### config.mk
export PLATFORM = sky130hd
export DESIGN_NAME = ram_lsu
export DESIGN_NICKNAME = d
export VERILOG_FILES = /design/src/rtl/ram_lsu.sv
export SDC_FILE = /design/constraint.sdc
export NUM_CORES = 1
export LEC_CHECK = 0
export ABC_AREA = 1
export CAP_MARGIN = 15
export CORE_UTILIZATION = 51
export CTS_BUF_LIST = sky130_fd_sc_hd__clkbuf_16
export DETAILED_ROUTE_END_ITERATION = 10
export GPL_TIMING_DRIVEN = 0
export PLACE_DENSITY_LB_ADDON = 0.1
export SYNTH_ARGS = -nofsm -noshare
export SYNTH_HDL_FRONTEND = slang
export SYNTH_SLANG_ARGS = --single-unit
### constraint.sdc
create_clock -name clock -period 5.7 [get_ports clock]
set_input_delay 0.57 -clock clock [delete_from_list [all_inputs] [get_ports clock]]
set_output_delay 0.57 -clock clock [all_outputs]
set_load 0.02 [all_outputs]
### src/rtl/ram_lsu.sv
// Load/store unit between an RV32I-style core request port and a single-port word RAM.
// Every store is a read-modify-write; faults are reported without touching the RAM.
module ram_lsu #(
  parameter int dataW       = 32,
  parameter int RAMAddrSize = 8
) (
  input  logic                   clock,
  input  logic                   reset,
  input  logic                   req_valid,
  output logic                   req_ready,
  input  logic                   req_write,
  input  logic [2:0]             req_funct3,
  input  logic [31:0]            req_addr,
  input  logic [dataW-1:0]       req_wdata,
  output logic                   resp_valid,
  output logic [dataW-1:0]       resp_rdata,
  output logic                   resp_fault,
  output logic [RAMAddrSize-1:0] RAMAddr,
  output logic [dataW-1:0]       DataIn,
  output logic                   RAMWriteControl,
  input  logic [dataW-1:0]       RAMOut
);

  typedef enum logic [1:0] {IDLE, RD, WR, RESP} state_t;

  state_t           state, state_next;
  logic             accept;
  logic             req_fault;
  logic             write_q;
  logic [2:0]       funct3_q;
  logic [1:0]       lane_q;
  logic [dataW-1:0] wdata_q;

  // Replace the addressed byte/halfword (or the whole word) of the RAM word with store data.
  function automatic logic [31:0] merge_store(input logic [31:0] word, input logic [31:0] wdata,
                                              input logic [2:0] funct3, input logic [1:0] lane);
    logic [31:0] m;
    m = word;
    case (funct3[1:0])
      2'b00:   m[{lane, 3'b000} +: 8]       = wdata[7:0];
      2'b01:   m[{lane[1], 4'b0000} +: 16] = wdata[15:0];
      default: m = wdata;
    endcase
    return m;
  endfunction

  function automatic logic [31:0] extract_load(input logic [31:0] word, input logic [2:0] funct3,
                                               input logic [1:0] lane);
    logic [7:0]  b;
    logic [15:0] h;
    logic [31:0] r;
    b = word[{lane, 3'b000} +: 8];
    h = word[{lane[1], 4'b0000} +: 16];
    case (funct3)
      3'b000:  r = {{24{b[7]}}, b};
      3'b001:  r = {{16{h[15]}}, h};
      3'b100:  r = {24'h0, b};
      3'b101:  r = {16'h0, h};
      default: r = word;
    endcase
    return r;
  endfunction

  // Legality of the incoming request, evaluated in IDLE only.
  always_comb begin
    req_fault = 1'b0;
    case (req_funct3)
      3'b000:  req_fault = 1'b0;
      3'b001:  req_fault = req_addr[0];
      3'b010:  req_fault = |req_addr[1:0];
      3'b100:  req_fault = req_write;
      3'b101:  req_fault = req_write | req_addr[0];
      default: req_fault = 1'b1;
    endcase
    if (|(req_addr >> RAMAddrSize)) req_fault = 1'b1;
  end

  always_comb begin
    state_next      = state;
    req_ready       = 1'b0;
    resp_valid      = 1'b0;
    RAMWriteControl = 1'b0;
    case (state)
      IDLE: begin
        req_ready = 1'b1;
        if (req_valid) state_next = req_fault ? RESP : RD;
      end
      RD:      state_next = write_q ? WR : RESP;
      WR: begin
        RAMWriteControl = 1'b1;
        state_next      = RESP;
      end
      default: begin
        resp_valid = 1'b1;
        state_next = IDLE;
      end
    endcase
  end

  assign accept = (state == IDLE) && req_valid;

  // RAMAddr is loaded at acceptance so the RAM read word is already valid throughout RD.
  always_ff @(posedge clock or posedge reset) begin
    if (reset) begin
      state      <= IDLE;
      write_q    <= 1'b0;
      resp_rdata <= '0;
      resp_fault <= 1'b0;
      RAMAddr    <= '0;
      DataIn     <= '0;
    end else begin
      state <= state_next;
      if (accept) begin
        write_q    <= req_write;
        resp_fault <= req_fault;
        resp_rdata <= '0;
        if (!req_fault) RAMAddr <= {req_addr[RAMAddrSize-1:2], 2'b00};
      end
      // RD exit: the RAM word is captured straight into the merged store word or the load result.
      if (state == RD) begin
        if (write_q) DataIn     <= merge_store(RAMOut, wdata_q, funct3_q, lane_q);
        else         resp_rdata <= extract_load(RAMOut, funct3_q, lane_q);
      end
    end
  end

  always_ff @(posedge clock) begin
    if (accept) begin
      funct3_q <= req_funct3;
      lane_q   <= req_addr[1:0];
      wdata_q  <= req_wdata;
    end
  end

endmodule

# Word-level counts from Yosys, hierarchy flattened
# Cells that the tools add are included.
dict set report word_totals {
  word_cells 56
  regBits 111
  output_inout_bits 76
}
dict set report op_classes {
  n_shift 6
  mux 16
  bitwise 2
  addsub 2
  reduce_logical 10
  eq_ne 11
}
# operator count
set op_table {}
lappend op_table {{$pmux W32 S4} 1}
lappend op_table {{$mux W32} 3}
lappend op_table {{$bwmux W32} 2}
lappend op_table {{$pmux W32 S2} 1}
lappend op_table {{$shift A16 B7 Y32 const A} 1}
lappend op_table {{$shift A8 B7 Y32 const A} 1}
lappend op_table {{$shiftx A16 B7 Y32} 1}
lappend op_table {{$shiftx A32 B6 Y16} 1}
lappend op_table {{$shiftx A32 B6 Y8} 1}
lappend op_table {{$shiftx A8 B7 Y32} 1}
lappend op_table {{$reduce_or A24 Y1} 1}
lappend op_table {{$neg A5 Y7} 2}
lappend op_table {{$eq A3 B3 Y1 const B} 4}
lappend op_table {{$eq A3 B1 Y1 const B} 2}
lappend op_table {{$logic_not A3 Y1} 2}
lappend op_table {{$pmux W2 S3} 1}
lappend op_table {{$mux W1} 5}
lappend op_table {{$pmux W1 S5} 1}
lappend op_table {{$eq A2 B1 Y1 const B} 2}
lappend op_table {{$logic_not A2 Y1} 2}
lappend op_table {{$mux W2} 2}
lappend op_table {{$reduce_and A2 Y1} 2}
lappend op_table {{$eq A3 B2 Y1 const B} 1}
lappend op_table {{$reduce_or A3 Y1} 1}
lappend op_table {{6 further kinds} 6}

# Logic depth before layout (Yosys ltp)
# Gate-level depths: netlist of run 1.
dict set report depth {
  ltp_word 6
  mapped_depth 11
  depth_no_buf 9
}

# Worst setup path before layout of run 1
# No wires, ideal clock.
dict set report synth_timing {
  kind {reg2reg}
  start {register state[0]}
  end {register resp_fault}
  period_less_slack_ps 2047
  arrival_time_ps 1928
  stages_incl_launch_ff 7
  n_path_buf 0
  slack_ps 3653
  cell_sequence {dfrtp_1 -> inv_1 -> ha_1 -> nand2_1 -> inv_2 -> nand2_1 -> o21a_1}
}
dict set report synth_via {
  elab_chain_len 2
}
# item line
set synth_lines {}
lappend synth_lines {{start, declared} 26} ;# state_t state, state_next;
lappend synth_lines {{start signal, assigned} 112} ;# state <= state_next;
lappend synth_lines {{$logic_not A2 Y1} 100} ;# assign accept = (state == IDLE) && req_valid;
lappend synth_lines {{$logic_and A1 B1 Y1} 100}
lappend synth_lines {{net accept} 27} ;# logic accept;
lappend synth_lines {{end signal, assigned} 115} ;# resp_fault <= req_fault;
lappend synth_lines {{end, declared} 17} ;# output logic resp_fault,
# The timed path passes the listed nets, and every way through them passes these cells.
# A chain may end at the register's enable or synchronous reset.

# Worst setup path in the final report of run 1
dict set report layout_timing {
  start {register lane_q[1]}
  end {register DataIn[13]}
}
dict set report layout_via {
  elab_chain_len 4
}
# item line
set layout_lines {}
lappend layout_lines {{start, declared} 31} ;# logic [1:0] lane_q;
lappend layout_lines {{start signal, assigned} 130} ;# lane_q <= req_addr[1:0];
lappend layout_lines {{$neg A5 Y7, on equally long branches} {41, 40}}
lappend layout_lines {{$shiftx A16 B7 Y32 (tied with other cells)} 41} ;# 2'b01: m[{lane[1], 4'b0000} +: 16] = wdata[15:0];
lappend layout_lines {{$bwmux W32, on equally long branches} {41, 40}}
lappend layout_lines {{$pmux W32 S2 (*)} 39} ;# case (funct3[1:0])
lappend layout_lines {{end signal, assigned} 121} ;# if (write_q) DataIn <= merge_store(RAMOut, wdata_q, funct3_q, lane_q);
lappend layout_lines {{end, declared} 19} ;# output logic [dataW-1:0] DataIn,
# Mark *: on every way between the ends. The rest lies on a longest branch, timed or not.

==> results of run 1 <==
worst max-delay path, stage by stage, from the launching register on:
cell and delay (ns):
edfxtp_1 0.45, buf_2 0.22, inv_1 0.20, clkbuf_1 0.50, ha_1 0.36, clkbuf_1 0.21, nand3_1 0.28, nor2_1 0.09
a211oi_1 0.45, nor2_1 0.07
power by group through the flow:
| stage | clock [mW] | combinational, mW | sequential, mW |
|---|---|---|---|
| after floorplan | 0 | 0.713 | 1.47 |
| after global placement | 0 | 1.63 | 1.26 |
| after detailed placement | 0 | 1.69 | 1.27 |
| after CTS | 0.645 | 1.70 | 1.26 |
| after global routing | 0.677 | 1.85 | 1.28 |
| final | 0.649 | 1.71 | 1.26 |
kinds of logic after synthesis:
| group | after synthesis | share of synthesized area |
|---|---|---|
| buffers and inverters | 89 | 0.06188 |
| AO/OA/AOI/OAI | 206 | 0.2018 |
| adder cells (fa/ha/maj) | 9 | 0.01961 |
| AND/OR/NAND/NOR | 283 | 0.2000 |
| flip-flops | 111 | 0.5160 |
| other | 1 | 0.0006531 |
state kept, by name, summed over array words and instances (netlist names):
signal,flops
resp_rdata,32
write_q,1
RAMAddr,6
state,2
funct3_q,3
DataIn,32
resp_fault,1
lane_q,2
wdata_q,32
area by class of cell:
class | instances | area (um2) | share of cell area
clock buffers | 9 | 225.2 | 0.02822
clock inverters | 7 | 70.07 | 0.008780
flip-flops and latches | 111 | 2963 | 0.3713
multi-input cells | 500 | 2427 | 0.3042
plain buffers | 43 | 182.7 | 0.02289
repair buffers | 176 | 1762 | 0.2208
well taps | 140 | 175.2 | 0.02195
inverters | 46 | 175.2 | 0.02195
final timing paths:
check,slack [ns],from,to,cells past startpoint
max,2.75,lane_q[1],DataIn[13],9
min,0.48,RAMAddr[3],RAMAddr[3],2
max reg2reg,2.75,lane_q[1],DataIn[13],9
min reg2reg,0.48,RAMAddr[3],RAMAddr[3],2
max in group asynchronous,4.33,reset,DataIn[19],2
min in group asynchronous,0.78,reset,resp_rdata[20],2
layout by cell type, fill, tap and decap left out, types with 11 or more instances in the layout:
master and count:
edfxtp_1 37, inv_1 42, nor2_1 58, nand2_1 171, clkbuf_1 29, nand3_1 49, clkdlybuf4s50_1 176, dfrtp_1 74
o21ai_0 67, a21oi_1 80, a31oi_1 16, buf_2 11, o211ai_1 23
cell usage after synthesis, drive strengths merged:
cell type	instances	area, um2
a22oi	7	52.55
o21a	7	52.55
clkinv	1	3.750
ha	9	112.6
inv	45	168.9
o31ai	1	7.510
nand3b	2	15.01
conb	1	3.750
o211ai	23	172.7
nand3	49	245.2
nand2	171	641.9
a31oi	16	100.1
or2	1	6.260
o21ai	70	357.8
a211oi	2	15.01
a21oi	80	400.4
nor2	60	240.2
buf	14	73.81
edfxtp	37	1111
clkbuf	29	108.9
dfrtp	74	1852
layer usage:
| layer | vias up | share of wire | wire length (um) | GRT usage |
|---|---|---|---|---|
| li1 | 2751 | - | - | - |
| met1 | 2817 | 0.41 | 8241 | 0.4780 |
| met2 | 353 | 0.47 | 9592 | 0.5823 |
| met3 | 54 | 0.079 | 1599 | 0.04762 |
| met4 | 0 | 0.044 | 887 | 0.1918 |
| met5 | - | 0 | 0 | 0 |
stage by stage:
step | power, mW | setup slack [ns]
6_report | 3.620 | 2.749
3_3_place_gp | 2.889 | 2.150
5_1_grt | 3.810 | 2.574
4_1_cts | 3.601 | 2.750
2_1_floorplan | 2.186 | 3.248
3_5_place_dp | 2.958 | 2.767
==> out/metrics.yaml, run 1 <==
status: "complete, no violations"
die_h_um: 108.1
leakage_nw: 3.421
port_buffers: 176
first_global_vias: 5887
dpl-instance-area_um2: 7685
ys_seq_area_frac: 0.5160
via_per_inst: 5.790
dr.pass1.iters: 5
via_count: 5975
ant_nets: 0
drt_first_iter_violations: 524
worst_pin_slew_ns: 0.9351
clk-insertion-delay-late_ns: 0.35
period_minus_slack_ns: 2.951
slew_headroom: 0.3766
holdWs_ns: 0.4833
die-area_um2: 11690
postSynthCellCount: 699
cp-start-kind: "flip-flop"
fin_skew_ns: 0.007297
postCtsSetupBuffers: 0
fmaxAchievable_ghz: 0.3389
grt.overflow.total: 0
layout-drive-gt1-share: 0.04036
hold_viol_final: 0
path_clk_slew_ns: 0.08
finalSetupViolCount: 0
grt_antenna_before_repair: 0
ctsHoldBuffers: 0
ys_warn_count: 0
nNetsFinal: 999
place_inst: 1016
cts_buffers: 9
swShare: 0.4083
post_cts_resize_count: 0
insertedDiodeCount: 0
irDropWorstVdd_mv: 0.2600
critPathMaxFanout: 12
place.gp.congestion: 0.9096
clockPowerShare: 0.179
root_buffer: "clkbuf_16"
wl_mm: 20.32
required_ns: 5.93
grt_pass1_wl_mm: 31.17
drv_slew: 0
post_drt_wl_per_cell_um: 19.69
cts_buffer_depth: 2
grtUsageTotal: 0.3623
area_delta_synth_final_pct: 38.98
power_density_nw_per_um2: 453.6
synth.avg_cell_area_um2: 8.214
final_util: 0.7329
ys_ff_latch: 111
comb_power_share: 0.473
fin_tns_setup_ns: 0
stdcell_area_um2: 7980
critPathCaptureType: "flip-flop"
grt_start_max_net_pins: 75
fin_crit_sh: 0.5177
core_area_um2: 10890
rsz0062_at_grt: "false"
drv_cap: 0
cts-htree-levels: 3
cts_tree: "built"
yosys.cell_types.count: 27
path_class: "flip-flop to flip-flop"
num_io_pins: 179
instances_no_fill: 1032
syn_area_um2: 5742
cts.sinks: 111
cp.arrival_ns: 3.18
start_util: 0.5274
rows: 38
p_sw_mw: 1.478
drc_errors: 0
p_seq_frac: 0.348
die_w_um: 108.1
hold_class: "flip-flop to flip-flop"
internal_power_mw: 2.142
nFillCells: 795
dp_hpwl_mm: 15.50
Note: power is estimated with default switching activity, not from simulation.
==> run 2, diff against run 1 <==
--- a/config.mk
+++ b/config.mk
@@ -7,7 +7,7 @@
 export LEC_CHECK = 0
 export ABC_AREA = 1
 export CAP_MARGIN = 15
-export CORE_UTILIZATION = 51
+export CORE_UTILIZATION = 43
 export CTS_BUF_LIST = sky130_fd_sc_hd__clkbuf_16
 export DETAILED_ROUTE_END_ITERATION = 10
 export GPL_TIMING_DRIVEN = 0
==> constraint.sdc (replaced) <==
create_clock -name clock -period 2.5 [get_ports clock]
set_input_delay 0.25 -clock clock [delete_from_list [all_inputs] [get_ports clock]]
set_output_delay 0.25 -clock clock [all_outputs]
set_load 0.02 [all_outputs]
==> run 2 against run 1 <==
Against the previous run:
- cell area is 1.7% higher
- clock skew is 0.0012 ns higher
- first-iteration DRC count increased by 8.0%
- critical endpoint is now resp_rdata[2]
- sequential share of layout area down 0.61 points
- die area is 18% higher
- combinational power increased by 130%
- critical path type unchanged
==> out/metrics.yaml, run 2 (synthesized netlist as in run 1, its figures left out) <==
nFillCells: 1078  # was 795
clk-insertion-delay-late_ns: 0.36  # was 0.35 ns
period_minus_slack_ns: 2.342  # was 2.951 ns
layout_common_cells: "clkdlybuf4s50_1, nand2_1, a21oi_1, dfrtp_1, o21ai_0"  # unchanged
finalSetupViolCount: 0  # unchanged
final_util: 0.6327  # was 0.7329
hold_viol_final: 0  # unchanged
path_clk_slew_ns: 0.08  # about the same
insertedDiodeCount: 0  # unchanged
power_density_nw_per_um2: 1033  # was 453.6 nW/um2
dpl-instance-area_um2: 7752  # was 7685 um2
area_delta_synth_final_pct: 41.32  # was 38.98%
drv_cap: 0  # unchanged
grt.overflow.total: 0  # unchanged
grt.busiest_layer: "met2"  # unchanged
stdcell_area_um2: 8114  # was 7980 um2
grt_antenna_before_repair: 0  # unchanged
total_power_mw: 8.382  # was 3.620 mW
root_buffer: "clkbuf_16"  # unchanged
cts-htree-levels: 3  # unchanged
rows: 41  # was 38
die_w_um: 117.6  # was 108.1 um
mostFrequentLayoutCell: "clkdlybuf4s50_1"  # unchanged
first_global_vias: 5661  # was 5887
reg.largest.list: "DataIn x32, resp_rdata x32, wdata_q x32"  # unchanged
critPathMaxFanout: 10  # was 12
irDropWorstVdd_mv: 0.6127  # was 0.2600 mV
cts_buffer_depth: 2  # unchanged
met3_usage: 0.05087  # was 0.04762
worst_pin_slew_ns: 0.7763  # was 0.9351 ns
worst_slack_ns: 0.1583  # was 2.749 ns
grtUsageTotal: 0.3007  # was 0.3623
internal_power_mw: 5.014  # was 2.142 mW
rsz0062_at_grt: "false"  # unchanged
critPathCaptureType: "flip-flop"  # unchanged
num_io_pins: 179  # unchanged
instances_no_fill: 1064  # was 1032
required_ns: 2.73  # was 5.93 ns
drc_errors: 0  # unchanged
cts_buffers: 9  # unchanged
path_class: "flip-flop to flip-flop"  # unchanged
drv_slew: 0  # unchanged
fin_skew_ns: 0.008529  # was 0.007297 ns
p_seq_frac: 0.343  # was 0.348
place_inst: 1049  # was 1016
use_met2: 0.4837  # was 0.5823
cts_tree: "built"  # unchanged
cp.arrival_ns: 2.57  # was 3.18 ns
drt_first_iter_violations: 566  # was 524
cts.sinks: 111  # unchanged
hold_class: "input pin to async pin"  # was flip-flop to flip-flop
via_count: 5818  # was 5975
start_util: 0.4477  # was 0.5274
fmaxAchievable_ghz: 0.4270  # was 0.3389 GHz
die_h_um: 117.6  # was 108.1 um
comb_power_share: 0.463  # was 0.473
post_drt_wl_per_cell_um: 19.06  # was 19.69 um
dr.pass1.iters: 5  # unchanged
nNetsFinal: 999  # unchanged
use_met1: 0.3980  # was 0.4780
via_per_inst: 5.468  # was 5.790
fin_crit_sh: 0.9367  # was 0.5177
ant_nets: 0  # unchanged
place.gp.congestion: 0.9165  # was 0.9096
die-area_um2: 13820  # was 11690 um2
layout-drive-gt1-share: 0.04933  # was 0.04036
grt_pass1_wl_mm: 31.53  # was 31.17 mm
clockPowerShare: 0.195  # was 0.179
p_sw_mw: 3.368  # was 1.478 mW
port_buffers: 176  # unchanged
wl_mm: 20.28  # was 20.32 mm
multi_input_area_um2: 2437  # was 2427 um2
seq_area_um2: 2963  # unchanged
grt_start_max_net_pins: 75  # unchanged
cp-start-kind: "flip-flop"  # unchanged
dp_hpwl_mm: 15.46  # was 15.50 mm
core_area_um2: 12820  # was 10890 um2
slew_headroom: 0.4825  # was 0.3766
status: "complete, no violations"  # unchanged
ctsHoldBuffers: 0  # unchanged
pre_cts_ws_ns: -0.4921  # was 2.767 ns
leakage_nw: 3.449  # was 3.421 nW
swShare: 0.4018  # was 0.4083
run 2: cell types whose count changed in the layout (fill, tap and decap cells not counted), moves of 2 or more:
cell	change
clkbuf_1	-3
inv_8	+2
inv_1	-2
inv_6	-3
buf_4	+2
clkinvlp_4	+2
run 2: final cells by class:
type	instances	area share
multi-input cells	500	0.3004
inverters	46	0.02251
flip-flops and latches	111	0.3652
repair buffers	179	0.2224
clock inverters	7	0.01419
well taps	172	0.02652
plain buffers	40	0.02113
clock buffers	9	0.02776
run 2: power groups by stage:
stage | logic (mW) | clock network (mW) | registers (mW)
2_1_floorplan | 1.63 | 0 | 3.36
3_3_place_gp | 3.77 | 0 | 2.87
3_5_place_dp | 3.83 | 0 | 2.90
4_1_cts | 3.86 | 1.65 | 2.87
5_1_grt | 4.21 | 1.71 | 2.93
6_report | 3.88 | 1.63 | 2.87
run 2: metrics by stage:
stage	setup TNS (ns)	hold slack (ns)
global route	0	0.3724
CTS	0	0.3448
detailed placement	-5.478	0.4746
global placement	-63.70	0.4579
finish	0	0.3352
floorplan	0	0.3489
run 2: worst max-delay path: stages (launching register included):
cell,delay (ns)
dfrtp_1,0.42
inv_1,0.09
ha_1,0.16
inv_1,0.04
nor2_1,0.53
inv_1,0.14
buf_2,0.24
a21oi_1,0.14
nand2_1,0.07
a21oi_1,0.31
a21oi_1,0.07
run 2: path summary, 6_finish.rpt:
check | from | end | slack (ns) | depth (start not counted)
worst max-delay path | state[1] | resp_rdata[2] | 0.16 | 10
worst min-delay path | reset | resp_rdata[19] | 0.34 | 3
worst max register to register | state[1] | resp_rdata[2] | 0.16 | 10
worst min register to register | RAMAddr[5] | RAMAddr[5] | 0.49 | 2
max in group asynchronous | reset | DataIn[19] | 1.87 | 3
min in group clock | req_wdata[10] | wdata_q[10] | 0.44 | 1
run 2: per-layer routing:
layer | wire length (um) | up-vias
met4 | 595 | 0
met3 | 1435 | 37
met1 | 8849 | 2728
met5 | 0 | -
met2 | 9396 | 296
li1 | - | 2757
run 2: timing repair:
action / CTS / global route
cloned: 0 / 0
resized for setup: 2 / 4
pin swaps: 0 / 0
buffers inserted: 2 / 0
endpoints found under the setup margin: 32 / 24
==> variant, RTL diff (flow settings as in run 2) <==
Put one more register stage on the output `resp_fault`. The value now appears one clock later. The other outputs are not delayed to match.
--- a/src/rtl/ram_lsu.sv
+++ b/src/rtl/ram_lsu.sv
@@ -23,4 +23,6 @@
 
   typedef enum logic [1:0] {IDLE, RD, WR, RESP} state_t;
+
+  logic resp_fault_s0;
 
   state_t           state, state_next;
@@ -106,5 +108,5 @@
       write_q    <= 1'b0;
       resp_rdata <= '0;
-      resp_fault <= 1'b0;
+      resp_fault_s0 <= 1'b0;
       RAMAddr    <= '0;
       DataIn     <= '0;
@@ -113,5 +115,5 @@
       if (accept) begin
         write_q    <= req_write;
-        resp_fault <= req_fault;
+        resp_fault_s0 <= req_fault;
         resp_rdata <= '0;
         if (!req_fault) RAMAddr <= {req_addr[RAMAddrSize-1:2], 2'b00};
@@ -133,4 +135,8 @@
   end
 
+  always_ff @(posedge clock) begin
+    resp_fault <= resp_fault_s0;
+  end
+
 endmodule
 
Behaviour: not the same (a bounded check fails within 4 cycles, from zero or initial values and one cycle with reset high).
==> variant against run 2 <==
Power shrank 1.3%. Area after synthesis rose by 0.35%. Setup slack improved by 0.020 ns. Wire length increased by 0.46%. Final cell count increased by 0.19%. Non-clock buffer count increased by 1. Die area is 0.34% higher. Cell area is 0.49% lower. Sequential cell count rose by 1. Via count is 0.17% lower.
==> variant: results (changes against run 2) <==
fin nets=1001 (+0.20%); status=completed; grt met2 use=0.490 (+0.00598); Post-Synthesis Cells=700 (+0.14%); VDD IR-drop max=0.484 mV (-21%); CTS H-tree lvls=3 (unchanged); Async SR Flop Fraction=0.661 (-0.00595); vias in the first global route=5765 (+1.8%); Post-Layout Cell Count=1066 (+0.19%); Critical Path Source=lane_q[1]; skew final=0.00526 ns (-0.00327 ns); synth top area cells=dfrtp_1 (32%), edfxtp_1 (19%), nand2_1 (11%); GP Congestion=0.951 (+3.8%); Cell variety after synth=28 (+3.7%); first-pass GRT wire length=31500 um (-0.18%); router iterations before antenna repair=6 (+1); relative slew slack=0.398 (-0.0850); delay-heaviest family, CP=buffers and inverters; path category of the worst min-delay check=reg -> reg; met2 wire length=9450 um (+0.53%); met1 Resource Use GR=0.387 (-0.0106); FMAX=431 MHz (+0.85%); Sw Ratio=0.406 (+0.00427); leakage power=3.43 nW (-0.53%); Final Power=8.27 mW (-1.3%); sequential fraction of the synthesis area=0.518 (+0.00168); hpwl dp=15700 um (+1.8%); Max stage delay on crit path=0.40 ns (-0.13 ns); placed cell area=7740 um^2 (about the same); P_clk=1.49 mW (-9%); Post-Place Worst Slack=-0.415 ns (+0.0769 ns); DRT iter0 DRCs=629 (+11%)
## variant: final cells by class
class,instances,area [um^2]
inverters,46,184
clock inverters,7,77.6
multi-input cells,500,2430
flip-flops and latches,112,2980
clock buffers,9,225
well taps,172,215
repair buffers,178,1780
fillers,1123,4750
plain buffers,42,181
## variant: cell families (layout without fill, tap and decap cells)
family / count (synthesis) / count (layout) / synth area share
adder cells (fa/ha/maj): 9 / 9 / 0.0195
AND/OR/NAND/NOR: 283 / 283 / 0.199
other: 1 / 2 / 0.000651
AO/OA/AOI/OAI: 206 / 206 / 0.201
buffers and inverters: 89 / 282 / 0.0617
flip-flops: 112 / 112 / 0.518
## variant: worst paths after layout
check | end | slack [ns] | cells after the start
worst max-delay path | DataIn[14] | 0.18 | 8
worst min-delay path | resp_fault | 0.38 | 0
worst max register to register | DataIn[14] | 0.18 | 8
worst min register to register | resp_fault | 0.38 | 0
max in group asynchronous | DataIn[26] | 1.47 | 2
min in group asynchronous | resp_rdata[19] | 0.45 | 2
